File: src/rtl/gpu_rect_sequencer_pkg.sv
// Shared constants for the rect sequencer and the GPU receiver FSM.
// Holds phase codes, counter widths and the rect record field-offset helper.
package gpu_rect_sequencer_pkg;

    localparam int COORD_WIDTH      = 10;
    localparam int RECT_COUNT_WIDTH = 4;
    localparam int RECTS_PER_BATCH  = 16;
    localparam int RECT_WORDS       = 5;

    typedef enum logic [2:0] {
        PH_IDLE   = 3'd0,
        PH_X      = 3'd1,
        PH_WIDTH  = 3'd2,
        PH_Y      = 3'd3,
        PH_HEIGHT = 3'd4,
        PH_COLOR  = 3'd5
    } phase_t;

    // Word offset of a phase's field inside a 5-word rect record.
    function automatic logic [2:0] field_offset(input phase_t ph);
        logic [2:0] off;
        off = 3'd0;
        case (ph)
            PH_X:      off = 3'd0;
            PH_Y:      off = 3'd1;
            PH_WIDTH:  off = 3'd2;
            PH_HEIGHT: off = 3'd3;
            PH_COLOR:  off = 3'd4;
            default:   off = 3'd0;
        endcase
        return off;
    endfunction

    // Phase that follows a finished sweep.
    function automatic phase_t next_phase(input phase_t ph);
        phase_t nx;
        nx = PH_IDLE;
        case (ph)
            PH_X:      nx = PH_WIDTH;
            PH_WIDTH:  nx = PH_Y;
            PH_Y:      nx = PH_HEIGHT;
            PH_HEIGHT: nx = PH_COLOR;
            default:   nx = PH_IDLE;
        endcase
        return nx;
    endfunction

endpackage

File: src/rtl/gpu_rect_fetch_pipe.sv
// Data path of the rect sequencer: aligns rect memory data with the receiver.
// Ports: clk, reset (sync, active-high); i_phase/i_load/i_rect = control
// driven in the same cycle as the memory address; i_rdata = memory data one
// cycle later; o_dout = processed word, three cycles after the control.
module gpu_rect_fetch_pipe
    import gpu_rect_sequencer_pkg::*;
(
    input  logic                        clk,
    input  logic                        reset,
    input  phase_t                      i_phase,
    input  logic                        i_load,
    input  logic [RECT_COUNT_WIDTH-1:0] i_rect,
    input  logic [15:0]                 i_rdata,
    output logic [15:0]                 o_dout
);

    // Control delayed one cycle so it lines up with i_rdata.
    phase_t                      r_d1_phase;
    logic                        r_d1_load;
    logic [RECT_COUNT_WIDTH-1:0] r_d1_rect;

    // Stage 1: captured data plus its control.
    phase_t                      r_s1_phase;
    logic                        r_s1_load;
    logic [RECT_COUNT_WIDTH-1:0] r_s1_rect;
    logic [15:0]                 r_s1_data;

    logic [COORD_WIDTH-1:0]      r_edge [RECTS_PER_BATCH];
    logic [15:0]                 r_dout;

    logic [COORD_WIDTH:0]        w_sum;
    logic [COORD_WIDTH-1:0]      w_sat;
    logic [15:0]                 w_out;
    logic                        w_edge_we;

    // Leading edges (x, y) are remembered so the far edge can be formed
    // when the matching size field arrives.
    assign w_edge_we = r_d1_load &&
                       (r_d1_phase == PH_X || r_d1_phase == PH_Y);

    always_comb begin
        w_sum = {1'b0, r_edge[r_s1_rect]} +
                {1'b0, r_s1_data[COORD_WIDTH-1:0]};
        w_sat = w_sum[COORD_WIDTH] ? {COORD_WIDTH{1'b1}}
                                   : w_sum[COORD_WIDTH-1:0];
        w_out = '0;
        case (r_s1_phase)
            PH_X, PH_Y: begin
                if (r_s1_load)
                    w_out = {6'b0, r_s1_data[COORD_WIDTH-1:0]};
            end
            PH_WIDTH, PH_HEIGHT: begin
                if (r_s1_load)
                    w_out = {6'b0, w_sat};
            end
            PH_COLOR: w_out = r_s1_data;
            default:  w_out = '0;
        endcase
    end

    always_ff @(posedge clk) begin
        if (reset) begin
            r_d1_phase <= PH_IDLE;
            r_d1_load  <= 1'b0;
            r_d1_rect  <= '0;
            r_s1_phase <= PH_IDLE;
            r_s1_load  <= 1'b0;
            r_s1_rect  <= '0;
            r_s1_data  <= '0;
            r_dout     <= '0;
            for (int k = 0; k < RECTS_PER_BATCH; k++)
                r_edge[k] <= '0;
        end else begin
            r_d1_phase <= i_phase;
            r_d1_load  <= i_load;
            r_d1_rect  <= i_rect;
            r_s1_phase <= r_d1_phase;
            r_s1_load  <= r_d1_load;
            r_s1_rect  <= r_d1_rect;
            r_s1_data  <= i_rdata;
            r_dout     <= w_out;
            if (w_edge_we)
                r_edge[r_d1_rect] <= i_rdata[COORD_WIDTH-1:0];
        end
    end

    assign o_dout = r_dout;

endmodule

File: src/rtl/gpu_rect_sequencer.sv
// Frame sequencer: walks rect batches through X/WIDTH/Y/HEIGHT/COLOR phases.
// Ports: clk, reset (sync, active-high), start pulse; mem_addr/mem_rdata rect
// memory (1-cycle latency); state, coord_generator, rect_counter,
// batch_counter, batch_completed, dout to the receiver; busy, done status.
module gpu_rect_sequencer
    import gpu_rect_sequencer_pkg::*;
#(
    parameter logic [15:0] RECT_BASE = 16'h0000,
    parameter int          H_RES     = 640,
    parameter int          V_RES     = 480,
    parameter int          BATCHES   = 4
)
(
    input  logic                        clk,
    input  logic                        reset,
    input  logic                        start,
    output logic [15:0]                 mem_addr,
    input  logic [15:0]                 mem_rdata,
    output logic [2:0]                  state,
    output logic [COORD_WIDTH-1:0]      coord_generator,
    output logic [RECT_COUNT_WIDTH-1:0] rect_counter,
    output logic [1:0]                  batch_counter,
    output logic                        batch_completed,
    output logic [15:0]                 dout,
    output logic                        busy,
    output logic                        done
);

    localparam logic [COORD_WIDTH-1:0] H_LAST = COORD_WIDTH'(H_RES - 1);
    localparam logic [COORD_WIDTH-1:0] V_LAST = COORD_WIDTH'(V_RES - 1);
    localparam logic [1:0]             B_LAST = 2'(BATCHES - 1);
    localparam logic [RECT_COUNT_WIDTH-1:0] R_LAST =
        RECT_COUNT_WIDTH'(RECTS_PER_BATCH - 1);

    phase_t                      r_state;
    logic                        r_sweep;
    logic [RECT_COUNT_WIDTH-1:0] r_rect;
    logic [COORD_WIDTH-1:0]      r_coord;
    logic [1:0]                  r_batch;
    logic                        r_busy;
    logic                        r_last1;
    logic                        r_last2;
    logic                        r_done;

    phase_t                      w_state_n;
    logic                        w_sweep_n;
    logic [RECT_COUNT_WIDTH-1:0] w_rect_n;
    logic [COORD_WIDTH-1:0]      w_coord_n;
    logic [1:0]                  w_batch_n;
    logic                        w_last;
    logic                        w_accept;
    logic [COORD_WIDTH-1:0]      w_coord_last;
    logic                        w_load;
    logic [5:0]                  w_idx;

    assign w_accept = (r_state == PH_IDLE) && start && !r_busy;

    assign w_coord_last = (r_state == PH_X || r_state == PH_WIDTH)
                          ? H_LAST : V_LAST;

    // r_sweep doubles as batch_completed, so it stays high through COLOR.
    always_comb begin
        w_state_n = r_state;
        w_sweep_n = r_sweep;
        w_rect_n  = r_rect;
        w_coord_n = r_coord;
        w_batch_n = r_batch;
        w_last    = 1'b0;
        case (r_state)
            PH_IDLE: begin
                if (w_accept) begin
                    w_state_n = PH_X;
                    w_sweep_n = 1'b0;
                    w_rect_n  = '0;
                    w_coord_n = '0;
                    w_batch_n = '0;
                end
            end
            PH_X, PH_WIDTH, PH_Y, PH_HEIGHT: begin
                if (!r_sweep) begin
                    if (r_rect == R_LAST) begin
                        w_sweep_n = 1'b1;
                        w_rect_n  = '0;
                        w_coord_n = '0;
                    end else begin
                        w_rect_n = r_rect + 1'b1;
                    end
                end else if (r_coord == w_coord_last) begin
                    w_state_n = next_phase(r_state);
                    w_sweep_n = (r_state == PH_HEIGHT);
                    w_rect_n  = '0;
                    w_coord_n = '0;
                end else begin
                    w_coord_n = r_coord + 1'b1;
                end
            end
            PH_COLOR: begin
                if (r_rect == R_LAST) begin
                    w_rect_n  = '0;
                    w_sweep_n = 1'b0;
                    if (r_batch == B_LAST) begin
                        w_state_n = PH_IDLE;
                        w_batch_n = '0;
                        w_last    = 1'b1;
                    end else begin
                        w_state_n = PH_X;
                        w_batch_n = r_batch + 1'b1;
                    end
                end else begin
                    w_rect_n = r_rect + 1'b1;
                end
            end
            default: begin
                w_state_n = PH_IDLE;
                w_sweep_n = 1'b0;
                w_rect_n  = '0;
                w_coord_n = '0;
                w_batch_n = '0;
            end
        endcase
    end

    // done trails the last COLOR cycle by the 3-cycle data pipeline;
    // busy drops as done rises.
    always_ff @(posedge clk) begin
        if (reset) begin
            r_state <= PH_IDLE;
            r_sweep <= 1'b0;
            r_rect  <= '0;
            r_coord <= '0;
            r_batch <= '0;
            r_busy  <= 1'b0;
            r_last1 <= 1'b0;
            r_last2 <= 1'b0;
            r_done  <= 1'b0;
        end else begin
            r_state <= w_state_n;
            r_sweep <= w_sweep_n;
            r_rect  <= w_rect_n;
            r_coord <= w_coord_n;
            r_batch <= w_batch_n;
            r_last1 <= w_last;
            r_last2 <= r_last1;
            r_done  <= r_last2;
            if (w_accept)
                r_busy <= 1'b1;
            else if (r_last2)
                r_busy <= 1'b0;
        end
    end

    // Record address: RECT_BASE + 5*(16*batch + rect) + field offset.
    assign w_idx    = {r_batch, r_rect};
    assign mem_addr = RECT_BASE + 16'({w_idx, 2'b00}) + 16'(w_idx)
                    + 16'(field_offset(r_state));

    assign w_load = !r_sweep && r_state != PH_IDLE && r_state != PH_COLOR;

    assign state           = r_state;
    assign rect_counter    = r_rect;
    assign batch_counter   = r_batch;
    assign batch_completed = r_sweep;
    assign coord_generator = (r_state == PH_COLOR)
                             ? {4'b0, r_batch, r_rect} : r_coord;
    assign busy            = r_busy;
    assign done            = r_done;

    gpu_rect_fetch_pipe u_pipe (
        .clk     (clk),
        .reset   (reset),
        .i_phase (r_state),
        .i_load  (w_load),
        .i_rect  (r_rect),
        .i_rdata (mem_rdata),
        .o_dout  (dout)
    );

endmodule

File: config.mk
export PLATFORM = sky130hd
export DESIGN_NAME = gpu_rect_sequencer
export DESIGN_NICKNAME = d
export VERILOG_FILES = /design/src/rtl/gpu_rect_sequencer_pkg.sv /design/src/rtl/gpu_rect_fetch_pipe.sv /design/src/rtl/gpu_rect_sequencer.sv
export SDC_FILE = /design/constraint.sdc
export NUM_CORES = 1
export LEC_CHECK = 0
export BUFFER_PORTS_ARGS = -buffer_cell sky130_fd_sc_hd__buf_2
export CAP_MARGIN = 10
export CORE_ASPECT_RATIO = 1.1
export CORE_MARGIN = 2
export CORE_UTILIZATION = 55
export CTS_CLUSTER_SIZE = 25
export DETAILED_ROUTE_END_ITERATION = 10
export GPL_TIMING_DRIVEN = 0
export MAX_ROUTING_LAYER = met4
export PLACE_DENSITY = 0.84
export SLEW_MARGIN = 20
export SYNTH_ARGS = -nofsm -noshare
export SYNTH_HDL_FRONTEND = slang
export SYNTH_SLANG_ARGS = --single-unit
File: constraint.sdc
create_clock -name clk -period 5.6 [get_ports clk]
set_input_delay 1.12 -clock clk [delete_from_list [all_inputs] [get_ports clk]]
set_output_delay 1.12 -clock clk [all_outputs]
set_load 0.1 [all_outputs]
==> After elaboration in Yosys (flattened, before gate mapping) <==
Memories as Yosys holds them, arrays and structs flattened. A register that Yosys moved wholly into a read port is not among the register bits.
Cells that the tools add are included.
{ "totals": {"register_bits": 68, "mem_bits_rw": 160, "output_inout_bits": 54, "n_memories": 1} }
{ "op_classes": {"n_addsub": 6, "n_eq_ne": 22, "n_mux": 46, "bitwise": 3, "reduce_logical": 22} }
{ "mem_list": {"columns": ["memory", "depth", "width", "rd", "rd_ports_with_merged_regs", "wr", "line_no", "rtl"], "rows": [
  ["u_pipe.r_edge", 16, 10, 1, 1, 16, "gpu_rect_fetch_pipe.sv:28", "logic [COORD_WIDTH-1:0] r_edge [RECTS_PER_BATCH];"]
]} }
{ "ops": {"columns": ["cell", "count"], "rows": [
  ["two-way mux 10 bit", 10],
  ["case mux 16 bit (3 select lines)", 1],
  ["case mux 10 bit (3 select lines)", 1],
  ["two-way mux 4 bit", 6],
  ["case mux 3 bit (4 select lines)", 2],
  ["equality test 3 x 2 -> 1 bit, second input constant", 5],
  ["two-way mux 1 bit", 15],
  ["equality test 3 bit, second input constant", 4],
  ["two-way mux 3 bit", 4],
  ["case mux 4 bit (3 select lines)", 1],
  ["adder 10 x 10 -> 11 bit", 1],
  ["adder 10 x 1 -> 10 bit, second input constant", 1],
  ["adder 9 x 3 -> 10 bit", 1],
  ["equality test 10 bit", 1],
  ["OR reduction 10 bit", 1],
  ["adder 8 x 6 -> 9 bit", 1],
  ["equality test 3 x 1 -> 1 bit, second input constant", 3],
  ["inequality test 3 bit, second input constant", 3],
  ["case mux 3 bit (3 select lines)", 1],
  ["inequality test 2 bit, second input constant", 4],
  ["two-way mux 2 bit", 3],
  ["case mux 2 bit (3 select lines)", 1],
  ["AND reduction 3 bit", 2],
  ["logical AND 1 bit", 5],
  ["other kinds (16)", 22]
]} }

==> Depth between registers and ports, before layout <==
Gate-level depths: netlist of run 1.
{ "depth": {"ltp_word": 8, "ltp_mapped": 13, "mapped_depth_nobuf": 12} }

==> By module <==
Synthesis of run 1 repeated with hierarchy kept, for this count alone.
{ "hier_totals": {"cells_unflattened": 863, "hier_area_um2": 11140.7} }
{ "modules_own_cells": {"columns": ["module", "instances", "cells_each", "area_per_inst_um2", "seq_area_each_um2"], "rows": [
  ["gpu_rect_fetch_pipe", 1, 633, 9190.1, 5765.5],
  ["gpu_rect_sequencer", 1, 230, 1950.6, 480.5]
]} }

==> Worst setup path after synthesis of run 1 <==
OpenSTA, ideal clock, no wires.
{ "synth_timing": {"kind": "flip-flop to output port", "startpoint": "reg r_state[1] (netlist: state[1])", "endpoint": "out mem_addr[8]", "t_arrival_ns": 4.958, "slack_ns": -0.478, "stages_incl_launch_ff": 13, "n_path_buf": 2, "path_cell_list": "dfxtp_1 buf_2 buf_2 nor2_1 nand2_1 inv_1 fa_1 ha_1 a21o_1 a21oi_1 o21bai_1 a21oi_1 o21ai_0"} }
{ "synth_via": {"elab_chain_cells": 3} }
{ "synth_rtl": {"columns": ["item", "line_no", "rtl"], "rows": [
  ["start: declaration", "gpu_rect_sequencer.sv:35", "phase_t r_state;"],
  ["start signal: assignment", "gpu_rect_sequencer.sv:137", "r_state <= w_state_n;"],
  ["equality test 3 bit or equality test 3 x 2 -> 1 bit (tied branches)", "gpu_rect_sequencer_pkg.sv:23", "case (ph)"],
  ["case mux 3 bit (4 select lines) (*)", "gpu_rect_sequencer_pkg.sv:23", null],
  ["adder 9 x 3 -> 10 bit (*)", "gpu_rect_sequencer.sv:155", "+ 16'(field_offset(r_state));"],
  ["end: declaration", "gpu_rect_sequencer.sv:17", "output logic [15:0] mem_addr,"]
]} }
Mark *: on every way between the ends. The rest lies on a longest branch, timed or not.

==> Worst setup path in the final report of run 1 <==
{ "layout_timing": {"startpoint": "reg r_state[0] (netlist: state[0])", "endpoint": "out mem_addr[7]"} }
The elaborated chain is that of the path after synthesis.

==> results.json, run 1 <==
{
  "p_per_area_nw_per_um2": 350,
  "initial_core_util_pct": 55.5,
  "slew_headroom_pct": 40.4,
  "crit_chain": "buf_6 > clkbuf_1 > nand2_1 > inv_1 > fa_1 > fa_1 > a21oi_1 > nor2_1 > nor2_1 > o21bai_1 > a21oi_1 > xnor2_1 > buf_2",
  "arrival_ps": 3890,
  "syn_to_final_growth_pct": 12.7,
  "whs_path_depth": 1,
  "drc_errors": 0,
  "syn_area_per_cell_sq_um": 13.0,
  "critical_path_class": "flop to output pin",
  "yosys_warnings": 0,
  "skew_ps": 17.5,
  "die-area_sq_um": 21000,
  "htreeDepth": 1,
  "antenna_found_initial": 0,
  "gp_congestion": 0.909,
  "cts-root-buf": "clkbuf_16",
  "clock_path_buffers": 3,
  "worstHoldEndpoint": "u_pipe.o_dout[12]",
  "postLayoutCellArea_sq_um": 12300,
  "min_path_type": "flop to flop",
  "cts_tree": "built",
  "hpwl_um": 17900,
  "cts_made_buffers": 23,
  "peakVddDrop_v": 0.000257,
  "synth.distinct_cells": 63,
  "crit_family": "buffers and inverters",
  "worst_path_max_delay_cell": "fa_1",
  "end_kind": "output pin",
  "grt_overflow_total": 0,
  "fin_util_pct": 62.5,
  "syn_area_sq_um": 10900,
  "insertion_delay_ps": 520,
  "wl_um": 25600,
  "synthArstFlopShare_pct": 0,
  "num_vias": 7086,
  "holdBufCountCts": 0,
  "r2r_end": "u_pipe.o_dout[6]",
  "drtIter0Drc": 638,
  "coreArea_sq_um": 19700,
  "via_per_inst": 5.88,
  "wl_per_cell_um": 21.3,
  "ys_ff_latch": 232,
  "place_area_sq_um": 11600,
  "setup_viol": 0,
  "antenna_cells": 0,
  "finalCritPeriodShare_pct": 89.4,
  "postCtsSetupRepairBufs": 0,
  "max_freq_mhz": 200,
  "path_buf_inv": 4,
  "ff2ff_path_depth": 13,
  "path_clk_slew_ps": 60,
  "startpoint_type": "flop",
  "ios": 73,
  "tns_ps": 0,
  "worst_pin_slew_ps": 881,
  "max_cap_violations": 0,
  "r2r_setup_slack_ps": 1660,
  "drv_slew": 0,
  "fin_crit_ps": 5010,
  "grt_pass1_vias": 7048,
  "fp.dieW_um": 138,
  "status": "finished, final reports clean",
  "synth_cells": 842,
  "grt_max_degree": 15,
  "synth_top_flop_cell": "edfxtp_1",
  "grt_setup_unrepaired": "false",
  "fin_nets": 983,
  "hold_viol_final": 0,
  "grt_use_total_pct": 25.1,
  "synth_edf_count": 160,
  "io_buffers": 64,
  "cts_resized": 0,
  "first_pass_iters": 5,
  "drive_above_1_share_pct": 20.9,
  "crit_required_ps": 4480,
  "ys_seq_area_share_pct": 57.3,
  "grt_pass1_wl_um": 38700,
  "cts.sinks": 232,
  "cp_slowest_stage_delay_ps": 490,
  "die_h_um": 152,
  "crit_fanout": 10,
  "min_from": "u_pipe.r_s1_data[12]",
  "p_leak_nw": 4.79,
  "ant_nets": 0,
  "fp-row-count": 54
}
sequential cells by signal, indices dropped and copies added (netlist names), named ones only:
signal / cells
u_pipe.r_d1_phase: 3
state: 3
u_pipe.r_s1_data: 16
r_coord: 10
batch_counter: 2
u_pipe.r_d1_load: 1
u_pipe.r_s1_load: 1
u_pipe.r_d1_rect: 4
rect_counter: 4
u_pipe.r_s1_phase: 3
u_pipe.o_dout: 16
r_last2: 1
done: 1
batch_completed: 1
u_pipe.r_edge: 160
busy: 1
r_last1: 1
layer usage:
layer | global-route usage [%] | routed length, um
met2 | 43.0 | 12900
met1 | 30.4 | 9740
met5 | - | 0
met4 | 11.1 | 1090
met3 | 2.99 | 1920
worst register-to-register path, delay by kind of cell (launching register included):
| kind | cells | cell delay, ps |
|---|---|---|
| adder cells (fa/ha/maj) | 2 | 420 |
| AO/OA/AOI/OAI | 4 | 890 |
| flip-flops | 1 | 300 |
| buffers and inverters | 3 | 650 |
| AND/OR/NAND/NOR | 2 | 420 |
| multiplexers | 2 | 1140 |
Yosys cell counts, types with 5 or more instances:
cell type | instances | share of area [%]
a21oi_1 | 20 | 0.92
nand2b_1 | 10 | 0.57
and2_1 | 171 | 9.8
o21ai_0 | 19 | 0.87
buf_4 | 7 | 0.48
dfxtp_1 | 72 | 13
nor2_1 | 46 | 1.6
edfxtp_1 | 160 | 44
mux2_2 | 5 | 0.52
ha_1 | 24 | 2.8
mux4_2 | 50 | 10
clkbuf_1 | 41 | 1.4
nand2_1 | 28 | 0.96
nor2b_1 | 37 | 2.1
xnor2_1 | 15 | 1.2
or2_2 | 19 | 1.1
nor3_1 | 11 | 0.50
inv_1 | 14 | 0.48
buf_2 | 8 | 0.37
nand3_1 | 9 | 0.41
kinds of logic after synthesis:
logic type / count (synthesis) / share of synthesized area, %
compound gates: 81 / 5.46
simple gates: 349 / 18.3
flops: 232 / 57.3
mux: 59 / 11.2
fa+ha+maj: 27 / 3.30
xor+xnor: 18 / 1.45
other cells: 1 / 0.0344
buf+inv: 75 / 2.99
power by group:
| part | switching (mW) | total (mW) | internal (mW) | leakage, nW |
|---|---|---|---|---|
| registers | 0.0489 | 1.95 | 1.90 | 2.24 |
| clock network | 0.638 | 1.51 | 0.877 | 0.362 |
| logic | 0.585 | 0.833 | 0.249 | 2.19 |
| total | 1.27 | 4.30 | 3.03 | 4.79 |
layout by cell type (no fill, tap or decap), types with 11 or more instances in the layout:
cell type and count:
a21oi_1 20, and2_1 171, buf_2 72, clkbuf_1 47, clkbuf_16 23, dfxtp_1 72
edfxtp_1 160, ha_1 24, inv_1 14, mux4_2 50, nand2_1 28, nor2_1 46
nor2b_1 37, nor3_1 11, o21ai_0 18, or2_2 19, xnor2_1 15
per-stage QoR:
| stage | std cells | setup WS [ps] | total power, mW | hold slack, ps |
|---|---|---|---|---|
| after floorplan | 848 | 80.2 | 2.62 | 406 |
| after detailed placement | 1164 | 1180 | 2.81 | 416 |
| after global placement | 1164 | 1260 | 2.79 | 407 |
| final | 1206 | 592 | 4.30 | 426 |
| after CTS | 1206 | 606 | 4.30 | 431 |
| after global routing | 1206 | 368 | 4.41 | 439 |
how the worst max path moves through the flow:
stage / startpoint / endpoint / slack (ps) / depth (start not counted)
final: state[0] / mem_addr[7] / 590 / 13
after CTS: state[0] / mem_addr[7] / 610 / 13
after detailed placement: state[0] / mem_addr[7] / 1180 / 13
after global routing: state[0] / mem_addr[7] / 370 / 13
after global placement: state[0] / mem_addr[7] / 1260 / 13
after floorplan: state[1] / mem_addr[6] / 80 / 12
area by class of cell:
type | count | area, sq um
Tap cell | 252 | 315
Inverter | 14 | 52.6
Clock inverter | 11 | 105
Fill cell | 1445 | 7370
Clock buffer | 31 | 626
Multi-Input combinational cell | 541 | 4350
Sequential cell | 232 | 6250
Buffer | 61 | 274
Timing Repair Buffer | 64 | 320
No activity file was read; power rests on OpenSTA's default activity.
==> inputs of run 2 (changes only) <==
--- a/config.mk
+++ b/config.mk
@@ -7,14 +7,16 @@
 export LEC_CHECK = 0
 export BUFFER_PORTS_ARGS = -buffer_cell sky130_fd_sc_hd__buf_2
 export CAP_MARGIN = 10
+export CELL_PAD_IN_SITES_DETAIL_PLACEMENT = 2
+export CELL_PAD_IN_SITES_GLOBAL_PLACEMENT = 2
 export CORE_ASPECT_RATIO = 1.1
 export CORE_MARGIN = 2
-export CORE_UTILIZATION = 55
+export CORE_UTILIZATION = 46
 export CTS_CLUSTER_SIZE = 25
 export DETAILED_ROUTE_END_ITERATION = 10
 export GPL_TIMING_DRIVEN = 0
 export MAX_ROUTING_LAYER = met4
-export PLACE_DENSITY = 0.84
+export PLACE_DENSITY = 0.95
 export SLEW_MARGIN = 20
 export SYNTH_ARGS = -nofsm -noshare
 export SYNTH_HDL_FRONTEND = slang
==> results.json, run 2 (synthesis results as in run 1) <==
{
  "critical_path_class": "flop to output pin",
  "max_freq_mhz": 186,
  "antenna_found_initial": 0,
  "most-common-layout-cells": "171 x and2_1, 160 x edfxtp_1, 72 x buf_2, 72 x dfxtp_1, 51 x clkbuf_1",
  "multi_input_area_sq_um": 4350,
  "peakVddDrop_v": 0.000241,
  "path_clk_slew_ps": 70,
  "drtIter0Drc": 665,
  "final_common_cell": "and2_1",
  "m1WireLength_um": 16100,
  "top_register": "u_pipe.r_edge",
  "max_cap_violations": 0,
  "grt_setup_unrepaired": "false",
  "p_leak_nw": 4.79,
  "grt_use_total_pct": 34.9,
  "ios": 73,
  "fp-row-count": 59,
  "fillers": 2203,
  "grt_overflow_total": 0,
  "gp_congestion": 0.827,
  "drv_slew": 0,
  "hpwl_um": 25800,
  "wl_met2_um": 20600,
  "route.top_layer_used": "met4",
  "htreeDepth": 1,
  "hold_slack_ps": 435,
  "crit_fanout": 10,
  "cts.sinks": 232,
  "setup_viol": 0,
  "p_per_area_nw_per_um2": 363,
  "status": "finished, final reports clean",
  "die-area_sq_um": 25000,
  "register_area_sq_um": 6250,
  "initial_core_util_pct": 46.5,
  "grt_max_degree": 14,
  "drc_errors": 0,
  "coreArea_sq_um": 23500,
  "cts-root-buf": "clkbuf_16",
  "ant_nets": 0,
  "tns_ps": 0,
  "cts_tree": "built",
  "skew_ps": 17.2,
  "min_path_type": "flop to flop",
  "wl_per_cell_um": 32.7,
  "slew_headroom_pct": 34.3,
  "die_h_um": 165,
  "syn_to_final_growth_pct": 13.5,
  "antenna_cells": 0,
  "first_pass_iters": 5,
  "hold_viol_final": 0,
  "grt_pass1_wl_um": 61000,
  "fin_util_pct": 52.7,
  "arrival_ps": 4250,
  "startpoint_type": "flop",
  "largest_reg_flops": 160,
  "drive_above_1_share_pct": 20.6,
  "fin_crit_ps": 5370,
  "insertion_delay_ps": 530,
  "crit_required_ps": 4480,
  "io_buffers": 64,
  "clock_path_buffers": 3,
  "dp_cells": 1217,
  "finalCritPeriodShare_pct": 95.9,
  "instances_no_fill": 1261,
  "power.total_mw": 4.49,
  "dr_wl_met3_um": 2580,
  "holdBufCountCts": 0,
  "wl_um": 41300,
  "fin_nets": 986,
  "worst_pin_slew_ps": 980,
  "postCtsSetupRepairBufs": 0,
  "fp.dieW_um": 151,
  "num_vias": 7823,
  "end_kind": "output pin",
  "via_per_inst": 6.20,
  "cts_made_buffers": 25,
  "grt_pass1_vias": 8647,
  "cts_resized": 0
}
[run 2: stage by stage]
stage / setup slack [ps] / cell area (sq um)
CTS: 271 / 12400
floorplan: 80.2 / 10900
global placement: 1180 / 11600
finish: 230 / 12400
global route: 24.3 / 12400
detailed placement: 919 / 11600
[run 2: layout make-up]
class	count	share of cell area [%]
buffer	61	2.21
tap	305	3.08
timing repair buffer	65	2.68
clock buffer	37	5.67
multi-input combinational	541	35.2
inverter	14	0.425
clock inverter	6	0.243
sequential	232	50.5
[run 2: worst paths after layout]
kind | slack, ps | cells past startpoint | from | to
setup / recovery | 230 | 13 | state[0] | mem_addr[7]
hold / removal | 430 | 1 | u_pipe.r_s1_data[14] | u_pipe.o_dout[14]
setup reg to reg | 1030 | 12 | flop | u_pipe.o_dout[4]
hold reg to reg | 430 | 1 | u_pipe.r_s1_data[14] | u_pipe.o_dout[14]
[run 2: worst max-delay path, stage by stage (launching register included)]
cell      delay [ps]
dfxtp_1          400
buf_6            170
clkbuf_1         430
nand2_1          200
inv_1            210
fa_1             510
fa_1             490
a21oi_1          190
nor2_1            60
nor2_1           160
o21bai_1         110
a21oi_1          220
xnor2_1          140
buf_2            440
[run 2: metal layers]
metal	up-vias	GRT usage [%]
li1	3188	-
met2	402	58.7
met4	0	14.6
met1	4100	42.6
met3	133	4.97
met5	-	-
[run 2: where the power goes]
part	switching, mW	total (mW)	internal, mW
combinational	0.679	0.935	0.255
clock	0.718	1.58	0.864
sequential	0.0675	1.97	1.90
